## src/rtl/alu_pkg.sv

```systemverilog
// Shared constants for the ALU sequential divider: FSM encodings, default width,
// and the divide-by-zero quotient pattern.
package alu_pkg;
    localparam int ALU_DIV_WIDTH_DEF = 32;

    localparam logic [1:0] ST_IDLE = 2'd0;
    localparam logic [1:0] ST_RUN  = 2'd1;
    localparam logic [1:0] ST_DONE = 2'd2;

    // Sliced down to WIDTH by the user; covers widths up to 128 bits.
    localparam logic [127:0] DIV0_QUOT = '1;
endpackage

```

## src/rtl/alu_div_step.sv

```systemverilog
// One combinational restoring-division step built on the a + ~b + 1 adder path;
// a negative trial is restored by selecting the pre-trial value.
module alu_div_step #(
    parameter int WIDTH = 32
) (
    input  logic [WIDTH-1:0] rem_i,
    input  logic             bit_i,
    input  logic [WIDTH-1:0] dvs_i,
    output logic [WIDTH-1:0] rem_o,
    output logic             qbit_o
);
    logic [WIDTH:0]   a_w;
    logic [WIDTH:0]   b_w;
    logic [WIDTH+1:0] sum;
    logic             unused_msb;

    assign a_w = {rem_i, bit_i};
    assign b_w = {1'b0, dvs_i};
    // Carry out of the extended adder is the "no borrow" flag.
    assign sum = {1'b0, a_w} + {1'b0, ~b_w} + {{(WIDTH+1){1'b0}}, 1'b1};

    assign qbit_o     = sum[WIDTH+1];
    assign rem_o      = qbit_o ? sum[WIDTH-1:0] : a_w[WIDTH-1:0];
    assign unused_msb = sum[WIDTH] ^ a_w[WIDTH];
endmodule

```

## src/rtl/alu_divider_seq.sv

```systemverilog
// Multi-cycle restoring divider, one quotient bit per clock.
// Optional signed mode: define ALU_DIV_SIGNED_EN to add the op_signed port.
module alu_divider_seq
    import alu_pkg::*;
#(
    parameter int WIDTH = ALU_DIV_WIDTH_DEF
) (
    input  logic             clk,
    input  logic             rst,
    input  logic             start,
`ifdef ALU_DIV_SIGNED_EN
    input  logic             op_signed,
`endif
    input  logic [WIDTH-1:0] dividend,
    input  logic [WIDTH-1:0] divisor,
    output logic             busy,
    output logic             done,
    output logic [WIDTH-1:0] quotient,
    output logic [WIDTH-1:0] remainder,
    output logic             div_by_zero
);
    localparam int CW = $clog2(WIDTH);

    logic [1:0]       state_q, state_d;
    logic [WIDTH-1:0] dvd_q, dvd_d, dvs_q, dvs_d, rem_q, rem_d;
    logic [WIDTH-1:0] quo_q, quo_d, rmd_q, rmd_d;
    logic             dbz_q, dbz_d;
    logic [CW-1:0]    cnt_q, cnt_d;

    logic [WIDTH-1:0] rem_nxt, q_raw, a_mag, b_mag, q_fix, r_fix;
    logic             qbit;

`ifdef ALU_DIV_SIGNED_EN
    logic qneg_q, qneg_d, rneg_q, rneg_d, a_neg, b_neg;
    assign a_neg = op_signed & dividend[WIDTH-1];
    assign b_neg = op_signed & divisor[WIDTH-1];
    assign a_mag = a_neg ? -dividend : dividend;
    assign b_mag = b_neg ? -divisor : divisor;
    assign q_fix = qneg_q ? -q_raw : q_raw;
    assign r_fix = rneg_q ? -rem_nxt : rem_nxt;
`else
    assign a_mag = dividend;
    assign b_mag = divisor;
    assign q_fix = q_raw;
    assign r_fix = rem_nxt;
`endif

    alu_div_step #(.WIDTH(WIDTH)) u_step (
        .rem_i  (rem_q),
        .bit_i  (dvd_q[WIDTH-1]),
        .dvs_i  (dvs_q),
        .rem_o  (rem_nxt),
        .qbit_o (qbit)
    );

    // Quotient bits shift into the bottom of the dividend register as it drains.
    assign q_raw = {dvd_q[WIDTH-2:0], qbit};

    always_comb begin
        state_d = state_q;
        dvd_d   = dvd_q;
        dvs_d   = dvs_q;
        rem_d   = rem_q;
        cnt_d   = cnt_q;
        quo_d   = quo_q;
        rmd_d   = rmd_q;
        dbz_d   = dbz_q;
`ifdef ALU_DIV_SIGNED_EN
        qneg_d  = qneg_q;
        rneg_d  = rneg_q;
`endif
        case (state_q)
            ST_IDLE: begin
                if (start) begin
                    if (divisor == '0) begin
                        state_d = ST_DONE;
                        quo_d   = DIV0_QUOT[WIDTH-1:0];
                        rmd_d   = dividend;
                        dbz_d   = 1'b1;
                    end else begin
                        state_d = ST_RUN;
                        dvd_d   = a_mag;
                        dvs_d   = b_mag;
                        rem_d   = '0;
                        cnt_d   = '0;
                        quo_d   = '0;
                        rmd_d   = '0;
                        dbz_d   = 1'b0;
`ifdef ALU_DIV_SIGNED_EN
                        qneg_d  = a_neg ^ b_neg;
                        rneg_d  = a_neg;
`endif
                    end
                end
            end
            ST_RUN: begin
                rem_d = rem_nxt;
                dvd_d = q_raw;
                cnt_d = cnt_q + 1'b1;
                if (cnt_q == CW'(WIDTH-1)) begin
                    state_d = ST_DONE;
                    quo_d   = q_fix;
                    rmd_d   = r_fix;
                end
            end
            default: state_d = ST_IDLE;
        endcase
    end

    always_ff @(posedge clk or posedge rst) begin
        if (rst) begin
            state_q <= ST_IDLE;
            dvd_q   <= '0;
            dvs_q   <= '0;
            rem_q   <= '0;
            cnt_q   <= '0;
            quo_q   <= '0;
            rmd_q   <= '0;
            dbz_q   <= 1'b0;
        end else begin
            state_q <= state_d;
            dvd_q   <= dvd_d;
            dvs_q   <= dvs_d;
            rem_q   <= rem_d;
            cnt_q   <= cnt_d;
            quo_q   <= quo_d;
            rmd_q   <= rmd_d;
            dbz_q   <= dbz_d;
        end
    end

`ifdef ALU_DIV_SIGNED_EN
    always_ff @(posedge clk or posedge rst) begin
        if (rst) begin
            qneg_q <= 1'b0;
            rneg_q <= 1'b0;
        end else begin
            qneg_q <= qneg_d;
            rneg_q <= rneg_d;
        end
    end
`endif

    assign busy        = (state_q == ST_RUN);
    assign done        = (state_q == ST_DONE);
    assign quotient    = quo_q;
    assign remainder   = rmd_q;
    assign div_by_zero = dbz_q;
endmodule

```

## config.mk

```make
export PLATFORM = sky130hd
export DESIGN_NAME = alu_divider_seq
export DESIGN_NICKNAME = d
export VERILOG_FILES = /design/src/rtl/alu_pkg.sv /design/src/rtl/alu_div_step.sv /design/src/rtl/alu_divider_seq.sv
export SDC_FILE = /design/constraint.sdc
export NUM_CORES = 1
export LEC_CHECK = 0
export ABC_AREA = 1
export BUFFER_PORTS_ARGS = -buffer_cell sky130_fd_sc_hd__buf_2
export CORE_MARGIN = 2
export CORE_UTILIZATION = 59
export DETAILED_ROUTE_END_ITERATION = 10
export HOLD_SLACK_MARGIN = 0.03
export PLACE_DENSITY = 0.84
export SYNTH_ARGS = -nofsm -noshare
export SYNTH_HDL_FRONTEND = slang
export SYNTH_SLANG_ARGS = --single-unit
```

## constraint.sdc

```tcl
create_clock -name clk -period 6.9 [get_ports clk]
set_input_delay 1.035 -clock clk [delete_from_list [all_inputs] [get_ports clk]]
set_output_delay 1.035 -clock clk [all_outputs]
set_load 0.01 [all_outputs]
```

==> summary.txt <==
Post-CTS Repair Setup Buffers -> 0
Setup Skew -> 0.0122 ns
Post-Place Setup Slack -> 2.52 ns
Ys Warns -> 0
overall global routing resource usage -> 0.313
#FFs+latches synth -> 168
Setup TNS Final -> 0 ns
FF-to-FF setup slack -> 3.99 ns
die width -> 135 µm
GPL Wtd Cong -> 0.978
drt wl/cell -> 15.9 µm
DIE HEIGHT -> 135 µm
hold endpoint -> dvd_q[15]
Initial DRT Pass Iterations -> 6
register area share after synthesis -> 0.414
final hold violations -> 0
Leak -> 6.39 nW
CTS Buf Count -> 17
Final nets -> 1600
Max VDD drop -> 0.000476 V
worst reg2reg path startpoint -> state_q[0]
global-route wire length before repair -> 44800 µm
Syn Std Cell Area -> 10100 µm²
placed insts -> 1699
Final Setup Violations -> 0
Core Area -> 16700 µm²
WHS Path Cells -> 1
DP HPWL -> 20200 µm
Unique masters post-synth -> 37
drt total wl -> 27500 µm
worst-case clock buffer depth -> 2
CP arrival -> 4.38 ns
Ant. Diodes -> 0
Slew headroom -> 0.313
initial antenna violation count -> 0
total grt overflow -> 0
vias in the first global route -> 8959
Cell Count, Final, Fillers Out -> 1731
worst skew pair latency -> 0.44 ns
number of port buffers -> 133
io pins -> 134
Fmax achieved -> 247 MHz
final instance area -> 11500 µm²
Rows -> 47
worst-path fanout max -> 56
Period minus WS final -> 4.05 ns
CP startpoint kind -> primary input
Placed Area -> 10900 µm²
DRT antenna net count -> 0
Yosys top cell area share -> 0.414
R2R Path End -> dvd_q[21]
endpoint class of the critical path -> flop
syn_area_per_cell -> 7.28 µm²
Crit path required time -> 7.23 ns
CTS tree -> done
fillers -> 1440
synthesized netlist cell count -> 1393
RSZ-0062 raised after global routing -> no
Pwr Total -> 7.15 mW
Max Transition Viols Final -> 0
Tcrit/Tclk final -> 0.587
area leader, netlist -> dfrtp_1
layout cells sized above 1 -> 0.160
Final WS setup -> 2.85 ns
CTS sink count -> 168
CTS Root Buffer Type -> clkbuf_16
htree depth -> 4
HP Start -> dvd_q[15]
Finished Core Util -> 0.686
pwr dens -> 624 nW/µm²
DRC errors left -> 0
via/cell ratio -> 5.46
cts repair resizes -> 0
DRT iter0 DRCs -> 703
worst reg-to-reg path cell count -> 8
die area -> 18300 µm²
crit path kind -> primary input to flop
outcome -> completed
Area growth, synth to finish -> 12.9%
final hold slack -> 0.481 ns
syn_nets -> 1495
post-cts hold buffer count -> 0
Hold Path Class -> flop to flop
most area-consuming cells after synthesis -> dfrtp_1 (41%), nand2_1 (16%), inv_1 (7.1%)
Initial Util -> 0.608
largest net degree at the start of global routing -> 90
maxcap violations -> 0
clock transition at the registers of the reported paths -> 0.07 ns
Via Count -> 9444
Slew @ Worst Pin -> 1.03 ns
worst max-delay path: stages:
cell and delay [ns]:
buf_2 0.10, nor4_1 0.48, nand3_1 0.21, nor2_4 0.67, nand2_1 0.20, nand2_2 0.81, buf_4 0.55, a21oi_1 0.11
a21o_1 0.18
where the power goes:
group          internal, mW  switching [mW]  leakage (nW)
clock                 0.483           0.455         0.273
sequential             1.49           0.322          2.04
combinational          1.50            2.90          4.08
cells in the final DEF, fill, tap and decap left out, types with 2 or more instances in the layout:
master	n
a22o_1	2
clkinvlp_4	4
dfrtp_1	168
nand3_1	50
buf_4	7
clkinv_8	2
inv_2	4
ha_1	34
xnor2_1	16
inv_1	190
nand2_1	442
nor3_1	3
and2_1	3
nor4_1	2
nand2_4	2
clkbuf_16	17
nand2_2	26
a21oi_2	14
buf_2	133
nor2_4	4
nor2_2	4
nand4_1	12
nand3_2	11
a21oi_1	114
a31oi_1	32
o21ai_0	28
nor2_1	119
a21o_1	30
inv_8	6
inv_6	3
nand3b_1	20
sequential cells by signal (all words and copies together) (netlist names):
signal	cells
dvd_q	32
remainder	32
rem_q	32
quotient	32
cnt_q	5
div_by_zero	1
state_q	2
dvs_q	32
cell type report:
cell class	instances	area [µm²]	area share
clock buffer	17	425	0.0371
clock inverter	15	156	0.0137
inverter	195	737	0.0643
multi-input combinational	976	4940	0.431
sequential	168	4200	0.367
tap	220	275	0.0240
timing repair buffer	140	718	0.0627
kinds of logic (layout without fill, tap and decap cells):
logic type	Yosys count	after routing	synth area share
and+or+nand+nor	703	703	0.301
buffers and inverters	249	367	0.101
AOI/OAI and AO/OA	222	222	0.127
DFF	168	168	0.414
adders and majority gates	35	35	0.0439
xor gates and xnor gates	16	16	0.0138
layer usage:
metal / vias to the layer above / global-route usage / routed length [µm]
met5: - / 0 / 0
met4: 0 / 0.0885 / 541
met3: 52 / 0.0550 / 1820
met2: 363 / 0.517 / 13300
met1: 4414 / 0.428 / 11900
li1: 4615 / - / -
worst max-delay path by stage:
stage / startpoint / endpoint / depth (start not counted)
floorplan: rst / cnt_q[0] / 1
global placement: divisor[29] / dvd_q[16] / 9
detailed placement: divisor[29] / dvd_q[10] / 9
CTS: divisor[29] / dvd_q[21] / 9
global route: divisor[29] / dvd_q[18] / 9
finish: divisor[29] / dvd_q[21] / 9
cells in the mapped netlist, drive strengths merged:
master and n:
a21o 30, clkbuf 15, nand3b 20, ha 34, xnor2 16, o21bai 1
nor4 2, nand2 471, nor3 5, nand4 12, and2 3, dfrtp 168
buf 39, nand3 61, o21ai 29, a21oi 128, a22o 2, fa 1
and3 1, nor2 128, a31oi 32, inv 195
Power figures use the tool's default switching activity.
